### config.mk
export PLATFORM = sky130hd
export DESIGN_NAME = gnr_attractor_ctrl
export DESIGN_NICKNAME = d
export VERILOG_FILES = /design/src/rtl/gnr_pkg.sv /design/src/rtl/gnr_step_cnt.sv /design/src/rtl/gnr_attractor_ctrl.sv
export SDC_FILE = /design/constraint.sdc
export NUM_CORES = 1
export LEC_CHECK = 0
export BUFFER_PORTS_ARGS = -buffer_cell sky130_fd_sc_hd__buf_2
export CAP_MARGIN = 20
export CORE_MARGIN = 5
export CORE_UTILIZATION = 52
export CTS_CLUSTER_DIAMETER = 50
export CTS_CLUSTER_SIZE = 25
export DETAILED_ROUTE_END_ITERATION = 16
export PLACE_DENSITY = 0.79
export SYNTH_ARGS = -nofsm -noshare
export SYNTH_HDL_FRONTEND = slang
export SYNTH_SLANG_ARGS = --single-unit
### constraint.sdc
create_clock -name clk -period 2.7 [get_ports clk]
set_input_delay 0.81 -clock clk [delete_from_list [all_inputs] [get_ports clk]]
set_output_delay 0.81 -clock clk [all_outputs]
set_load 0.1 [all_outputs]
### src/rtl/gnr_pkg.sv
// gnr_pkg: shared FSM state encoding, result record and default sizes for the attractor controller.
package gnr_pkg;
   localparam int GNR_N_NODES = 4;
   localparam int GNR_CNT_W = 16;
   typedef enum logic [2:0] {IDLE, LOAD, RUN, PERIOD, REPORT} gnr_state_e;
   typedef struct packed {
      logic [GNR_N_NODES-1:0] init;
      logic [GNR_CNT_W-1:0]   steps;
      logic [GNR_CNT_W-1:0]   period;
      logic                   timeout;
   } gnr_res_t;
endpackage

### src/rtl/gnr_step_cnt.sv
// gnr_step_cnt: saturating up-counter with a programmable clear value and a limit flag.
module gnr_step_cnt #(
   parameter int W = 16,
   parameter int LIMIT = 2**16 - 1,
   parameter int CLR_VAL = 0
) (
   input  logic         clk,
   input  logic         rst,
   input  logic         clr,
   input  logic         en,
   output logic [W-1:0] cnt,
   output logic         at_max
);
   localparam logic [W-1:0] LIM = W'(LIMIT);
   localparam logic [W-1:0] CV = W'(CLR_VAL);
   assign at_max = cnt == LIM;
   always_ff @(posedge clk or posedge rst) begin
      if (rst) cnt <= '0;
      else if (clr) cnt <= CV;
      else if (en && !at_max) cnt <= cnt + W'(1);
   end
endmodule

### src/rtl/gnr_attractor_ctrl.sv
// gnr_attractor_ctrl: Floyd tortoise/hare attractor search over an external node array.
// Define GNR_CTRL_PERIOD_EN to build the PERIOD state and measure the attractor period.
module gnr_attractor_ctrl
   import gnr_pkg::*;
#(
   parameter int N_NODES = GNR_N_NODES,
   parameter int CNT_W = GNR_CNT_W,
   parameter int MAX_STEPS = 2**CNT_W - 1
) (
   input  logic               clk,
   input  logic               rst,
   input  logic               abort,
   input  logic               init_valid,
   output logic               init_ready,
   input  logic [N_NODES-1:0] init_data,
   input  logic               init_last,
   input  logic [N_NODES-1:0] s0_vec,
   input  logic [N_NODES-1:0] s1_vec,
   output logic               reset_nos,
   output logic               start_s0,
   output logic               start_s1,
   output logic [N_NODES-1:0] init_state,
   output logic               res_valid,
   input  logic               res_ready,
   output logic [N_NODES-1:0] res_init,
   output logic [CNT_W-1:0]   res_steps,
   output logic [CNT_W-1:0]   res_period,
   output logic               res_timeout,
   output logic               done
);
   gnr_state_e state;
   logic last_q, accept, meet, step_max;
   logic [CNT_W-1:0] step_cnt;
   assign accept = state == IDLE && init_valid && init_ready;
   // the hare has taken step_cnt steps and the tortoise half as many; compare only on even counts
   assign meet = state == RUN && !step_cnt[0] && step_cnt != '0 && s0_vec == s1_vec;
   gnr_step_cnt #(.W(CNT_W), .LIMIT(MAX_STEPS), .CLR_VAL(0)) u_step_cnt (
      .clk(clk), .rst(rst), .clr(state != RUN), .en(state == RUN), .cnt(step_cnt), .at_max(step_max)
   );
`ifdef GNR_CTRL_PERIOD_EN
   logic per_hit, per_max;
   logic [CNT_W-1:0] per_cnt;
   assign per_hit = state == PERIOD && s1_vec == s0_vec;
   gnr_step_cnt #(.W(CNT_W), .LIMIT(MAX_STEPS), .CLR_VAL(1)) u_per_cnt (
      .clk(clk), .rst(rst), .clr(state != PERIOD), .en(state == PERIOD), .cnt(per_cnt), .at_max(per_max)
   );
   always_ff @(posedge clk or posedge rst) begin
      if (rst) res_period <= '0;
      else if (accept) res_period <= '0;
      else if (per_hit && !abort) res_period <= per_cnt;
   end
`else
   assign res_period = '0;
`endif
   always_ff @(posedge clk or posedge rst) begin
      if (rst) begin
         state <= IDLE;
         last_q <= 1'b0;
         init_ready <= 1'b0;
         reset_nos <= 1'b0;
         start_s0 <= 1'b0;
         start_s1 <= 1'b0;
         init_state <= '0;
         res_valid <= 1'b0;
         res_init <= '0;
         res_steps <= '0;
         res_timeout <= 1'b0;
         done <= 1'b0;
      end else begin
         done <= 1'b0;
         if (abort && state != IDLE) begin
            state <= IDLE;
            init_ready <= 1'b1;
            reset_nos <= 1'b0;
            start_s0 <= 1'b0;
            start_s1 <= 1'b0;
            res_valid <= 1'b0;
         end else begin
            case (state)
               IDLE: begin
                  init_ready <= ~accept;
                  if (accept) begin
                     state <= LOAD;
                     last_q <= init_last;
                     init_state <= init_data;
                     res_init <= init_data;
                     res_steps <= '0;
                     res_timeout <= 1'b0;
                     reset_nos <= 1'b1;
                  end
               end
               LOAD: begin
                  state <= RUN;
                  reset_nos <= 1'b0;
                  start_s0 <= 1'b1;
                  start_s1 <= 1'b1;
               end
               RUN: begin
                  if (meet) begin
                     res_steps <= step_cnt;
                     start_s0 <= 1'b0;
`ifdef GNR_CTRL_PERIOD_EN
                     state <= PERIOD;
`else
                     state <= REPORT;
                     start_s1 <= 1'b0;
                     res_valid <= 1'b1;
`endif
                  end else if (step_max) begin
                     state <= REPORT;
                     res_timeout <= 1'b1;
                     start_s0 <= 1'b0;
                     start_s1 <= 1'b0;
                     res_valid <= 1'b1;
                  end
               end
`ifdef GNR_CTRL_PERIOD_EN
               PERIOD: begin
                  if (per_hit || per_max) begin
                     state <= REPORT;
                     res_timeout <= ~per_hit;
                     start_s1 <= 1'b0;
                     res_valid <= 1'b1;
                  end
               end
`endif
               REPORT: begin
                  if (res_ready) begin
                     state <= IDLE;
                     res_valid <= 1'b0;
                     init_ready <= 1'b1;
                     done <= last_q;
                  end
               end
               default: state <= IDLE;
            endcase
         end
      end
   end
endmodule

Yosys cells after proc, flatten, opt, wreduce, memory -nomap -nowiden
Index checks and enable logic that the tools add are counted.
{"block": "op_classes", "n_eq_ne": 13, "reduce_logical": 26, "n_addsub": 1, "mux": 32, "bitwise": 2}
{"op": "16-bit 2-to-1 mux", "count": 4}
{"op": "16-bit case mux with 2 select lines", "count": 1}
{"op": "16-bit by 1-bit adder with 16-bit output, second input constant", "count": 1}
{"op": "16-bit == test, second input constant", "count": 1}
{"op": "1-bit 2-to-1 mux", "count": 16}
{"op": "16-bit nonzero test", "count": 1}
{"op": "3-bit 2-to-1 mux", "count": 5}
{"op": "3-bit nonzero test", "count": 5}
{"op": "3-bit case mux with 4 select lines", "count": 1}
{"op": "1-bit case mux with 2 select lines", "count": 5}
{"op": "3-bit AND reduction", "count": 3}
{"op": "2-bit inequality test, second input constant", "count": 4}
{"op": "1-bit logical AND", "count": 7}
{"op": "3-bit by 2-bit inequality test with 1-bit output, second input constant", "count": 2}
{"op": "2-bit AND reduction", "count": 3}
{"op": "5-bit AND reduction", "count": 1}
{"op": "4-bit == test", "count": 1}
{"op": "4-bit inequality test, second input constant", "count": 1}
{"op": "4-bit AND reduction", "count": 1}
{"op": "2-bit nonzero test", "count": 2}
{"op": "3-bit by 1-bit == test with 1-bit output, second input constant", "count": 1}
{"op": "3-bit by 2-bit == test with 1-bit output, second input constant", "count": 1}
{"op": "3-bit == test, second input constant", "count": 1}
{"op": "3-bit zero test", "count": 1}
{"op": "3 further kinds", "count": 5}
{"block": "totals", "elab_cells": 85, "register_bits": 46, "in_bits": 18}

Depth between registers and ports, before layout
Gate-level depths: netlist of run 1.
{"block": "depth", "ltp_word": 7, "depth_mapped": 8, "depth_no_buf": 7}

Hierarchy
A second synthesis of run 1 with hierarchy kept.
{"block": "unflattened", "cells_unflattened": 269, "area_unflattened_um2": 2517.4}
{"module": "gnr_attractor_ctrl", "cells_per_inst": 168, "instances": 1, "area_each_um2": 1540.2}
{"module": "gnr_step_cnt", "cells_per_inst": 101, "instances": 1, "area_each_um2": 977.2}

Worst setup path after synthesis of run 1
OpenSTA, ideal clock, no wires.
{"block": "synth_timing", "path_kind": "input port to flip-flop", "startpoint": "in s1_vec[2]", "endpoint": "reg res_steps[6]", "path_buffers": 1, "required_time_ps": 2621, "stages": 6, "path_slack_ps": 507, "arrival_ps": 2113, "cell_sequence": "xor2_1 nor4_2 nand4_2 nor3_4 buf_8 mux2i_1"}
{"block": "synth_via", "elab_chain_cells": 4}
{"element": "start, declared", "line_no": "gnr_attractor_ctrl.sv:18", "rtl": "input logic [N_NODES-1:0] s1_vec,"}
{"element": "4-bit == test", "line_no": "gnr_attractor_ctrl.sv:36", "rtl": "assign meet = state == RUN && !step_cnt[0] && step_cnt != '0 && s0_vec == s1_vec;"}
{"element": "1-bit logical AND", "line_no": "gnr_attractor_ctrl.sv:36"}
{"element": "2-bit inequality test (no line)"}
{"element": "4-bit AND reduction (no line)"}
{"element": "end signal, assigned", "line_no": "gnr_attractor_ctrl.sv:100", "rtl": "res_steps <= step_cnt;"}
{"element": "end, declared", "line_no": "gnr_attractor_ctrl.sv:26", "rtl": "output logic [CNT_W-1:0] res_steps,"}
Every way passes these cells.
A chain may end at the register's enable or synchronous reset.

Worst setup path after layout of run 1
{"block": "layout_timing", "startpoint": "reg state[0]", "endpoint": "reg res_steps[11]"}
{"block": "layout_via", "elab_chain_cells": 6, "elab_cells_between_ends": 15, "classes_between": "eq/ne: 3; mux: 1; bitwise: 1; reduce/logical: 10"}
{"element": "start, declared", "line_no": "gnr_attractor_ctrl.sv:31", "rtl": "gnr_state_e state;"}
{"element": "start signal, assigned", "line_no": "gnr_attractor_ctrl.sv:57", "rtl": "state <= IDLE;"}
{"element": "start signal, assigned", "line_no": "gnr_attractor_ctrl.sv:72", "rtl": "state <= IDLE;"}
{"element": "start signal, assigned", "line_no": "gnr_attractor_ctrl.sv:83", "rtl": "state <= LOAD;"}
{"element": "3-bit by 2-bit == test with 1-bit output", "line_no": "gnr_attractor_ctrl.sv:36, gnr_attractor_ctrl.sv:79"}
{"element": "1-bit logical AND (3 in series)", "line_no": "gnr_attractor_ctrl.sv:36"}
{"element": "2-bit inequality test (no line)"}
{"element": "4-bit AND reduction (no line)"}
Parallel ways exist; a longest one is shown, timed or not.

==> impl_metrics.py, run 1 <==
metrics = {
    "outcome": {
        "outcome": "finished clean",
    },
    "min_path": {
        "holdPathStages": 2,
        "hp-class": "reg -> reg",
        "min_to": "res_steps[0]",
        "hold_path.startpoint": "res_steps[0]",
    },
    "cts": {
        "clock_latency_ps": 290,
        "cts-root-buf": "clkbuf_8",
        "numClockSinks": 46,
        "cts_tree": "done",
        "cts_buffers": 5,
        "cts-resized-gates": 0,
        "h-tree-depth": 2,
        "clk_path_buf_depth": 2,
        "cts.reportedPaths.clkPinSlew_ps": 80,
        "postCtsHoldBufs": 0,
        "postCtsSetupBuffers": 0,
    },
    "timing": {
        "finalCritPeriodShare_pct": 81.0,
        "finClkSkew_ps": 3.44,
        "finalHoldViolCount": 0,
        "slew_viol_final": 0,
        "hold_ws_ps": 492,
        "min_period_ps": 2190,
        "worst_pin_slew_ps": 711,
        "fmax_mhz": 457,
        "relSlewSlack_pct": 51.8,
        "setup_tns_ps": 0,
        "setup_violations": 0,
        "rsz0062_at_grt": "false",
    },
    "critical_path": {
        "cp_slowest_stage_delay_ps": 470,
        "reg2reg_slack_ps": 510,
        "crit_buf_inv": 1,
        "crit_arrival_ps": 2400,
        "r2r_end": "res_steps[11]",
        "startpoint_type": "flip-flop",
        "r2r_cells": 6,
        "timing.rr.start": "state[0]",
        "critPathRequiredTime_ps": 2920,
        "critPathCaptureType": "flip-flop",
        "cp_cell_sequence": "or3b_1 -> nor4_2 -> nand4_2 -> nor3_4 -> buf_4 -> mux2i_1",
        "cp_top_family": "simple AND/OR/NAND/NOR gates",
        "path_max_fanout": 16,
        "path_class": "reg -> reg",
        "cp_slowest_cell": "dfrtp_1",
        "cp-startpoint": "state[0]",
    },
    "route": {
        "via_per_inst": 5.28,
        "drc": 0,
        "initialDrtViolationCount": 65,
        "wl_um": 4600,
        "wl_per_cell_um": 13.1,
        "via_count": 1854,
        "drtAntennaViolNets": 0,
        "drt-pass1-iter-count": 4,
    },
    "finish": {
        "register_area_sq_um": 1150,
        "instances_no_fill": 351,
        "diodes": 0,
        "multi_input_area_sq_um": 1020,
        "layout-drive-gt1-share_pct": 21.4,
        "area_growth_syn_to_layout_pct": 12.0,
        "fillers": 407,
        "final_net_count": 319,
    },
    "global_routing": {
        "grt_max_degree": 47,
        "grt_pass1_wl_um": 8080,
        "grt_antenna_before_repair": 0,
        "grt_pass1_vias": 1768,
        "grtUsageTotal_pct": 16.0,
        "overflow": 0,
    },
    "logic_synthesis": {
        "synth_common_cells": "dfrtp_1, nand2_1, buf_4",
        "ys_seq_elements": 46,
        "synth_cell_types": 38,
        "synth_area_leaders": "dfrtp_1, mux2i_1, buf_4, nand2_1, xnor2_1",
        "ys_async_sr_fraction_pct": 100,
        "syn_inst": 252,
        "syn_area_sq_um": 2390,
        "synth.most_common_cell": "dfrtp_1",
        "post-synth-top-area-cell": "dfrtp_1",
        "seq_area_frac_synth_pct": 48.2,
        "ys.flop_type": "dfrtp_1",
        "yosysWarnings": 0,
        "synth_edf_count": 0,
        "syn_avg_cell_area_sq_um": 9.47,
        "yosysTopAreaCellShare_pct": 48.2,
    },
    "floorplanning": {
        "die_width_um": 77.7,
        "die-area_sq_um": 6040,
        "die_h_um": 77.7,
        "initial_core_util_pct": 54.1,
        "core_area_sq_um": 4410,
        "std_cell_rows": 24,
        "pin_count": 65,
    },
    "power": {
        "internal_power_mw": 1.13,
        "vdd_drop_max_uv": 507,
        "p_comb_share_pct": 49.4,
        "pwr-share-seq_pct": 34.9,
        "p_sw_share_pct": 53.5,
        "power_density_nw_per_um2": 910,
        "clkPwrFrac_pct": 15.8,
        "p_switching_mw": 1.30,
        "leakagePower_nw": 1.27,
    },
    "placement": {
        "hpwlAfterDp_um": 3440,
        "dp_cells": 344,
        "routabilityCongestion": 0.868,
        "io_buffers": 48,
    },
    "run": {
        "cap_violations": 0,
    },
}
==> flip-flops by register name, indices dropped and copies added (netlist names) <==
name / count
start_s1: 1
res_steps: 16
init_ready: 1
last_q: 1
done: 1
res_init: 4
res_valid: 1
u_step_cnt.cnt: 16
state: 3
res_timeout: 1
reset_nos: 1
==> routing by layer <==
metal  vias up  share of wire, %  global-route usage [%]
met3         7               7.7                    3.94
met5         -                 0                       0
met1       871                46                    22.0
li1        905                 -                       -
met2        71                45                    24.3
met4         0               1.4                    6.53
==> final cells by class <==
class / count / share of cell area, %
inverter: 20 / 2.81
timing repair buffer: 54 / 10.7
multi-input combinational: 172 / 38.1
tap: 52 / 2.43
sequential: 46 / 43.1
clock inverter: 2 / 0.375
clock buffer: 5 / 2.57
==> through the flow <==
step | utilization, % | cell area (sq um) | setup slack, ps | power [mW]
floorplan | - | 2440 | 507 | 1.94
global placement | 58.8 | 2590 | 452 | 2.05
detailed placement | 58.8 | 2590 | 394 | 2.07
CTS | 60.5 | 2670 | 517 | 2.45
global route | 60.5 | 2670 | 295 | 2.54
finish | 60.5 | 2670 | 512 | 2.43
==> worst register-to-register path: stages, from the launching register on <==
cell and delay, ps:
dfrtp_1 470, or3b_1 450, nor4_2 320, nand4_2 210, nor3_4 140, buf_4 290
mux2i_1 230
==> power groups by stage <==
stage	clock network (mW)	registers (mW)	logic [mW]
6_report	0.384	0.848	1.20
5_1_grt	0.425	0.861	1.26
4_1_cts	0.396	0.846	1.21
3_5_place_dp	0	0.859	1.21
3_3_place_gp	0	0.855	1.20
2_1_floorplan	0	1.26	0.684
==> worst max-delay path by stage <==
stage | endpoint | slack, ps | cells after the start
CTS | res_steps[11] | 520 | 6
floorplan | res_steps[6] | 510 | 6
detailed placement | res_steps[11] | 390 | 7
global route | res_steps[11] | 290 | 6
global placement | res_steps[6] | 450 | 7
finish | res_steps[11] | 510 | 6
==> placed cells by master, fill, tap and decap left out, types with 2 or more instances in the layout <==
master	n
or3_1	2
and2_1	2
a32o_1	2
dfrtp_1	46
nor4_1	8
nor2_1	20
inv_1	20
conb_1	16
buf_2	48
ha_1	2
clkinv_2	2
or4_1	3
mux2i_1	17
nand3_1	5
a21oi_1	5
xor2_1	3
o21ai_0	5
buf_4	6
nand2_1	41
o21ai_1	2
nor3_1	7
nand4_1	5
xnor2_1	12
clkbuf_8	5
==> cells by family after synthesis <==
family                   share of synthesized area [%]
AND/OR/NAND/NOR                                   21.1
adder cells (fa/ha/maj)                           1.05
flip-flops                                        48.2
AO/OA/AOI/OAI                                     5.30
other                                            0.157
buffers and inverters                             11.5
XOR/XNOR                                          5.51
multiplexers                                      7.13
Note: power is estimated with default switching activity, not from simulation.
==> inputs of run 2 (changes only) <==
Settings changed: ABC_AREA set to 1, CORE_UTILIZATION 52 to 53, PLACE_DENSITY 0.79 to 0.8.
Clock period 2.7 ns to 2.2 ns, I/O delays scaled along.
==> run 2 against run 1 <==
  * Fmax increased by 23%
  * Global-route usage increased by 1.1 points
  * Sequential share of layout area decreased by 3.0 points
  * Register-to-register slack got worse by 80 ps
  * Worst hold slack got worse by 140 ps
  * Power increased by 48%
  * Largest power group unchanged
==> impl_metrics.py, run 2 <==
metrics = {
    "power": {
        "p_comb_share_pct": 56.1,
        "leakagePower_nw": 1.50,
        "clkPwrFrac_pct": 14.7,
        "pwr-share-seq_pct": 29.3,
        "p_sw_share_pct": 56.7,
        "power_density_nw_per_um2": 1260,
        "internal_power_mw": 1.56,
        "vdd_drop_max_uv": 769,
        "p_switching_mw": 2.05,
    },
    "global_routing": {
        "grt_pass1_vias": 1965,
        "overflow": 0,
        "grtUsageTotal_pct": 17.1,
        "grt_pass1_wl_um": 8670,
        "grt_antenna_before_repair": 0,
        "grt_max_degree": 32,
    },
    "placement": {
        "routabilityCongestion": 0.905,
        "place_area_sq_um": 2780,
        "io_buffers": 48,
        "dp_slack_ps": 306,
        "dp_cells": 426,
        "hpwlAfterDp_um": 3830,
    },
    "timing": {
        "min_period_ps": 1770,
        "setup_violations": 0,
        "finClkSkew_ps": 6.80,
        "rsz0062_at_grt": "false",
        "finalHoldViolCount": 0,
        "slew_viol_final": 0,
        "setup_ws_ps": 427,
        "setup_tns_ps": 0,
        "relSlewSlack_pct": 58.1,
        "fmax_mhz": 564,
        "worst_pin_slew_ps": 624,
        "finalCritPeriodShare_pct": 80.6,
    },
    "cts": {
        "clock_latency_ps": 300,
        "numClockSinks": 46,
        "cts_buffers": 5,
        "cts_tree": "done",
        "cts-root-buf": "clkbuf_8",
        "cts-resized-gates": 0,
        "cts.reportedPaths.clkPinSlew_ps": 90,
        "h-tree-depth": 2,
        "postCtsHoldBufs": 0,
        "postCtsSetupBuffers": 0,
        "clk_path_buf_depth": 2,
    },
    "finish": {
        "layout_common_cells": "nand2_1, buf_2, dfrtp_1, nor2_1, inv_1",
        "mostFrequentLayoutCell": "nand2_1",
        "fin_area_sq_um": 2870,
        "area_growth_syn_to_layout_pct": 11.8,
        "post-route-util_pct": 60.8,
        "instances_no_fill": 434,
        "final_net_count": 386,
        "diodes": 0,
        "top_regs": "res_steps: 16 flops, u_step_cnt.cnt: 16 flops, res_init: 4 flops",
        "layout-drive-gt1-share_pct": 28.1,
    },
    "route": {
        "via_per_inst": 4.86,
        "drt-pass1-iter-count": 4,
        "via_count": 2109,
        "drc": 0,
        "drtAntennaViolNets": 0,
        "initialDrtViolationCount": 132,
        "wl_per_cell_um": 11.6,
        "wl_um": 5040,
    },
    "floorplanning": {
        "std_cell_rows": 25,
        "initial_core_util_pct": 54.4,
        "die-area_sq_um": 6340,
        "core_area_sq_um": 4720,
        "pin_count": 65,
        "die_h_um": 79.7,
        "die_width_um": 79.7,
    },
    "logic_synthesis": {
        "synth_cell_types": 32,
        "synth.most_common_cell": "nand2_1",
        "syn_area_sq_um": 2570,
        "syn_avg_cell_area_sq_um": 8.04,
        "yosysTopAreaCellShare_pct": 44.8,
        "synth_area_leaders": "dfrtp_1, nand2_1, buf_4, o21ai_2, nor2_1",
        "syn_inst": 320,
        "ys.flop_type": "dfrtp_1",
        "ys_async_sr_fraction_pct": 100,
        "yosysWarnings": 0,
        "ys_seq_elements": 46,
        "synth_common_cells": "nand2_1, dfrtp_1, nor2_1",
        "seq_area_frac_synth_pct": 44.8,
        "synth_edf_count": 0,
        "post-synth-top-area-cell": "dfrtp_1",
    },
    "critical_path": {
        "cp_slowest_cell": "dfrtp_1",
        "setup.worst_path.end": "res_steps[6]",
        "critPathCaptureType": "flip-flop",
        "cp_common_cell": "nand2_1",
        "worstSetupPathDepth": 11,
        "cp_cell_sequence": "inv_1 -> ha_1 -> nand2_1 -> nor2_1 -> nand2_1 -> nand3_2 -> nand2_2 -> nand2_2 -> buf_4 -> nand2_1 -> o21ai_2",
        "path_class": "reg -> reg",
        "cp-startpoint": "u_step_cnt.cnt[0]",
        "path_max_fanout": 30,
        "r2r_end": "res_steps[6]",
        "crit_arrival_ps": 2000,
        "timing.rr.start": "u_step_cnt.cnt[0]",
        "r2r_cells": 11,
        "critPathRequiredTime_ps": 2430,
        "startpoint_type": "flip-flop",
        "reg2reg_slack_ps": 430,
        "cp_slowest_stage_delay_ps": 450,
        "cp_top_family": "simple AND/OR/NAND/NOR gates",
        "crit_buf_inv": 2,
    },
    "outcome": {
        "outcome": "finished clean",
    },
    "run": {
        "cap_violations": 0,
    },
    "min_path": {
        "hp-class": "in -> async",
    },
}
-- run 2: worst min-delay path by stage --
stage          startpoint  depth (start not counted)  slack [ps]           to
2_1_floorplan      last_q                          2         440       last_q
6_report              rst                          2         350   init_ready
3_5_place_dp    res_valid                          2         460    res_valid
4_1_cts               rst                          2         360   init_ready
5_1_grt               rst                          2         390  res_init[0]
3_3_place_gp    res_valid                          2         460    res_valid
-- run 2: through the flow --
step	total power [mW]	hold slack [ps]
after detailed placement	3.10	461
after global placement	3.07	456
after floorplan	2.98	442
final	3.61	353
after CTS	3.64	361
after global routing	3.82	387
-- run 2: metal layers --
| metal | GRT usage, % | up-vias | share of wire [%] |
|---|---|---|---|
| met5 | 0 | - | 0 |
| met4 | 6.19 | 0 | 1.5 |
| met3 | 3.05 | 8 | 6.3 |
| met2 | 30.1 | 54 | 49 |
| met1 | 21.0 | 979 | 44 |
| li1 | - | 1068 | - |
-- run 2: cells by family (layout without fill, tap and decap cells) --
kind of cell	after synthesis	in the layout	share of synthesized area [%]
buffers and inverters	57	89	12.3
other	1	16	0.146
AO/OA/AOI/OAI	42	42	11.3
XOR/XNOR	4	4	1.36
flip-flops	46	46	44.8
adder cells (fa/ha/maj)	2	2	0.973
AND/OR/NAND/NOR	168	168	29.1
-- run 2: power groups by stage --
stage | sequential [mW] | combinational [mW] | clock [mW]
final | 1.06 | 2.02 | 0.529
after global routing | 1.07 | 2.17 | 0.578
after floorplan | 1.61 | 1.37 | 0
after global placement | 1.07 | 2.01 | 0
after detailed placement | 1.07 | 2.03 | 0
after CTS | 1.06 | 2.04 | 0.544
-- run 2: final cells by class --
type	count	area, sq um
fill	435	1850
multi-input combinational	232	1160
sequential	46	1150
timing repair buffer	51	275
inverter	30	113
clock buffer	7	86.3
tap	67	83.8
clock inverter	1	5.00
==> inputs of run 3 (changes only) <==
Settings changed: ABC_AREA 1 to 0, CORE_UTILIZATION 53 to 52, PLACE_DENSITY 0.8 to 0.79.
Clock period 2.2 ns to 1.75 ns, I/O delays scaled along.
==> run 3 against run 2 <==
  * Largest cell class unchanged
  * Count of clock-buffer cells in the layout down 1
  * Sequential power grew 24%
  * Fmax decreased by 8.3%
  * Sequential share of layout area shrank 5.1 points
  * Highest routed layer unchanged
  * Combinational power increased by 2%
  * The flow now finishes with violations (negative setup slack)
  * Die area decreased by 4.7%
  * Global-route usage rose by 3.0 points
==> impl_metrics.py, run 3 (synthesized netlist as in run 1, its figures left out) <==
metrics = {
    "outcome": {
        "outcome": "finished, violations left",
        "violations": "negative setup slack",
    },
    "route": {
        "wl_um": 6940,
        "via_count": 2188,
        "drtAntennaViolNets": 0,
        "drc": 0,
        "initialDrtViolationCount": 151,
        "via_per_inst": 5.55,
        "drt-pass1-iter-count": 4,
        "wl_per_cell_um": 17.6,
    },
    "floorplanning": {
        "die_h_um": 77.7,
        "core_area_sq_um": 4410,
        "std_cell_rows": 24,
        "initial_core_util_pct": 54.1,
        "pin_count": 65,
        "die-area_sq_um": 6040,
        "die_width_um": 77.7,
    },
    "placement": {
        "dp_slack_ps": -276,
        "place_area_sq_um": 2840,
        "io_buffers": 48,
        "hpwlAfterDp_um": 4000,
        "routabilityCongestion": 0.886,
    },
    "timing": {
        "finClkSkew_ps": 7.65,
        "rsz0062_at_grt": "true",
        "finalCritPeriodShare_pct": 110,
        "slew_viol_final": 0,
        "worst_pin_slew_ps": 511,
        "finalHoldViolCount": 0,
        "fmax_mhz": 518,
        "setup_ws_ps": -182,
        "min_period_ps": 1930,
        "setup_violations": 27,
        "relSlewSlack_pct": 66.1,
    },
    "critical_path": {
        "cp_cell_sequence": "or3b_4 -> nor4_4 -> nand4_2 -> nor3_4 -> buf_6 -> mux2i_1",
        "setup.worst_path.end": "res_steps[2]",
        "cp-startpoint": "state[0]",
        "r2r_end": "res_steps[2]",
        "startpoint_type": "flip-flop",
        "cp_slowest_stage_delay_ps": 420,
        "path_max_fanout": 8,
        "critPathRequiredTime_ps": 1960,
        "r2r_cells": 6,
        "path_class": "reg -> reg",
        "cp_slowest_cell": "dfrtp_1",
        "critPathCaptureType": "flip-flop",
        "crit_arrival_ps": 2140,
        "reg2reg_slack_ps": -180,
        "timing.rr.start": "state[0]",
    },
    "cts": {
        "numClockSinks": 46,
        "clk_path_buf_depth": 2,
        "cts_tree": "done",
        "h-tree-depth": 2,
        "cts-root-buf": "clkbuf_8",
        "clock_latency_ps": 300,
        "postCtsHoldBufs": 0,
        "cts_buffers": 5,
        "cts.reportedPaths.clkPinSlew_ps": 90,
    },
    "finish": {
        "fillers": 268,
        "post-route-util_pct": 75.3,
        "layout_common_cells": "buf_2, buf_4, nand2_1, dfrtp_1, inv_1",
        "area_growth_syn_to_layout_pct": 39.4,
        "mostFrequentLayoutCell": "buf_2",
        "fin_area_sq_um": 3330,
        "top_regs": "res_steps: 16 flops, u_step_cnt.cnt: 16 flops, res_init: 4 flops",
        "final_net_count": 361,
        "layout-drive-gt1-share_pct": 42.7,
        "diodes": 0,
    },
    "global_routing": {
        "grt_antenna_before_repair": 0,
        "grt_max_degree": 47,
        "grtUsageTotal_pct": 20.2,
        "grt_pass1_vias": 2068,
        "overflow": 0,
        "grt_pass1_wl_um": 9940,
    },
    "power": {
        "power_mw": 4.05,
        "power_density_nw_per_um2": 1220,
        "vdd_drop_max_uv": 965,
        "leakagePower_nw": 1.56,
    },
    "min_path": {
        "hp-class": "in -> async",
    },
    "run": {
        "cap_violations": 0,
    },
}
-- run 3: changes by cell type in the layout (fill, tap and decap cells not counted), sizes merged, moves of 8 or more --
cell,delta
buf,+45
nor2,-14
o21ai,-21
inv,-10
mux2i,+17
xnor2,+11
nor4,+8
nand2,-70
-- run 3: routing by layer --
layer / global-route usage [%] / vias to the layer above / part of all wire, %
met4: 6.53 / 0 / 2.9
met1: 25.2 / 1071 / 38
li1: - / 984 / -
met3: 4.17 / 18 / 8.2
met2: 34.7 / 115 / 51
met5: 0 / - / 0
-- run 3: repair_timing --
action	in CTS	in global routing
gates resized for setup	10	48
cloned	1	0
setup buffers	2	12
endpoints found under the hold margin	0	0
pin swaps	1	17
setup endpoints to repair	26	33
-- run 3: cell type report --
class,instances,area (sq um),area share [%]
clock buffers,6,82.6,2.48
clock inverters,2,12.5,0.376
inverters,20,75.1,2.26
multi-input cells,172,1290,38.9
flip-flops and latches,46,1160,34.9
well taps,52,65.1,1.96
repair buffers,96,636,19.1
-- run 3: critical path, delay by kind of cell (launching register included) --
family | cells | cell delay, ps
muxes | 1 | 290
and+or+nand+nor | 4 | 910
DFF | 1 | 420
buffers and inverters | 1 | 210
-- run 3: worst min-delay path by stage --
stage	startpoint	endpoint	slack, ps	cells after the start
finish	rst	res_steps[11]	240	3
global route	rst	res_steps[13]	280	3
CTS	rst	res_steps[11]	260	3
detailed placement	res_init[2]	res_init[2]	480	2
global placement	res_init[3]	res_init[3]	470	2
floorplan	last_q	last_q	440	2
-- run 3: through the flow --
| step | setup TNS [ps] | cells | hold WS (ps) |
|---|---|---|---|
| CTS | -1870 | 384 | 258 |
| global route | -4940 | 394 | 281 |
| global placement | -3630 | 373 | 471 |
| detailed placement | -3920 | 373 | 481 |
| finish | -1950 | 394 | 242 |
| floorplan | -2870 | 267 | 438 |
-- run 3: where the power goes --
part           leakage (nW)  internal [mW]  total [mW]  switching, mW
sequential            0.613           1.20        1.31          0.110
clock                0.0472          0.318       0.681          0.363
combinational         0.905          0.399        2.06           1.66
total                  1.56           1.92        4.05           2.13
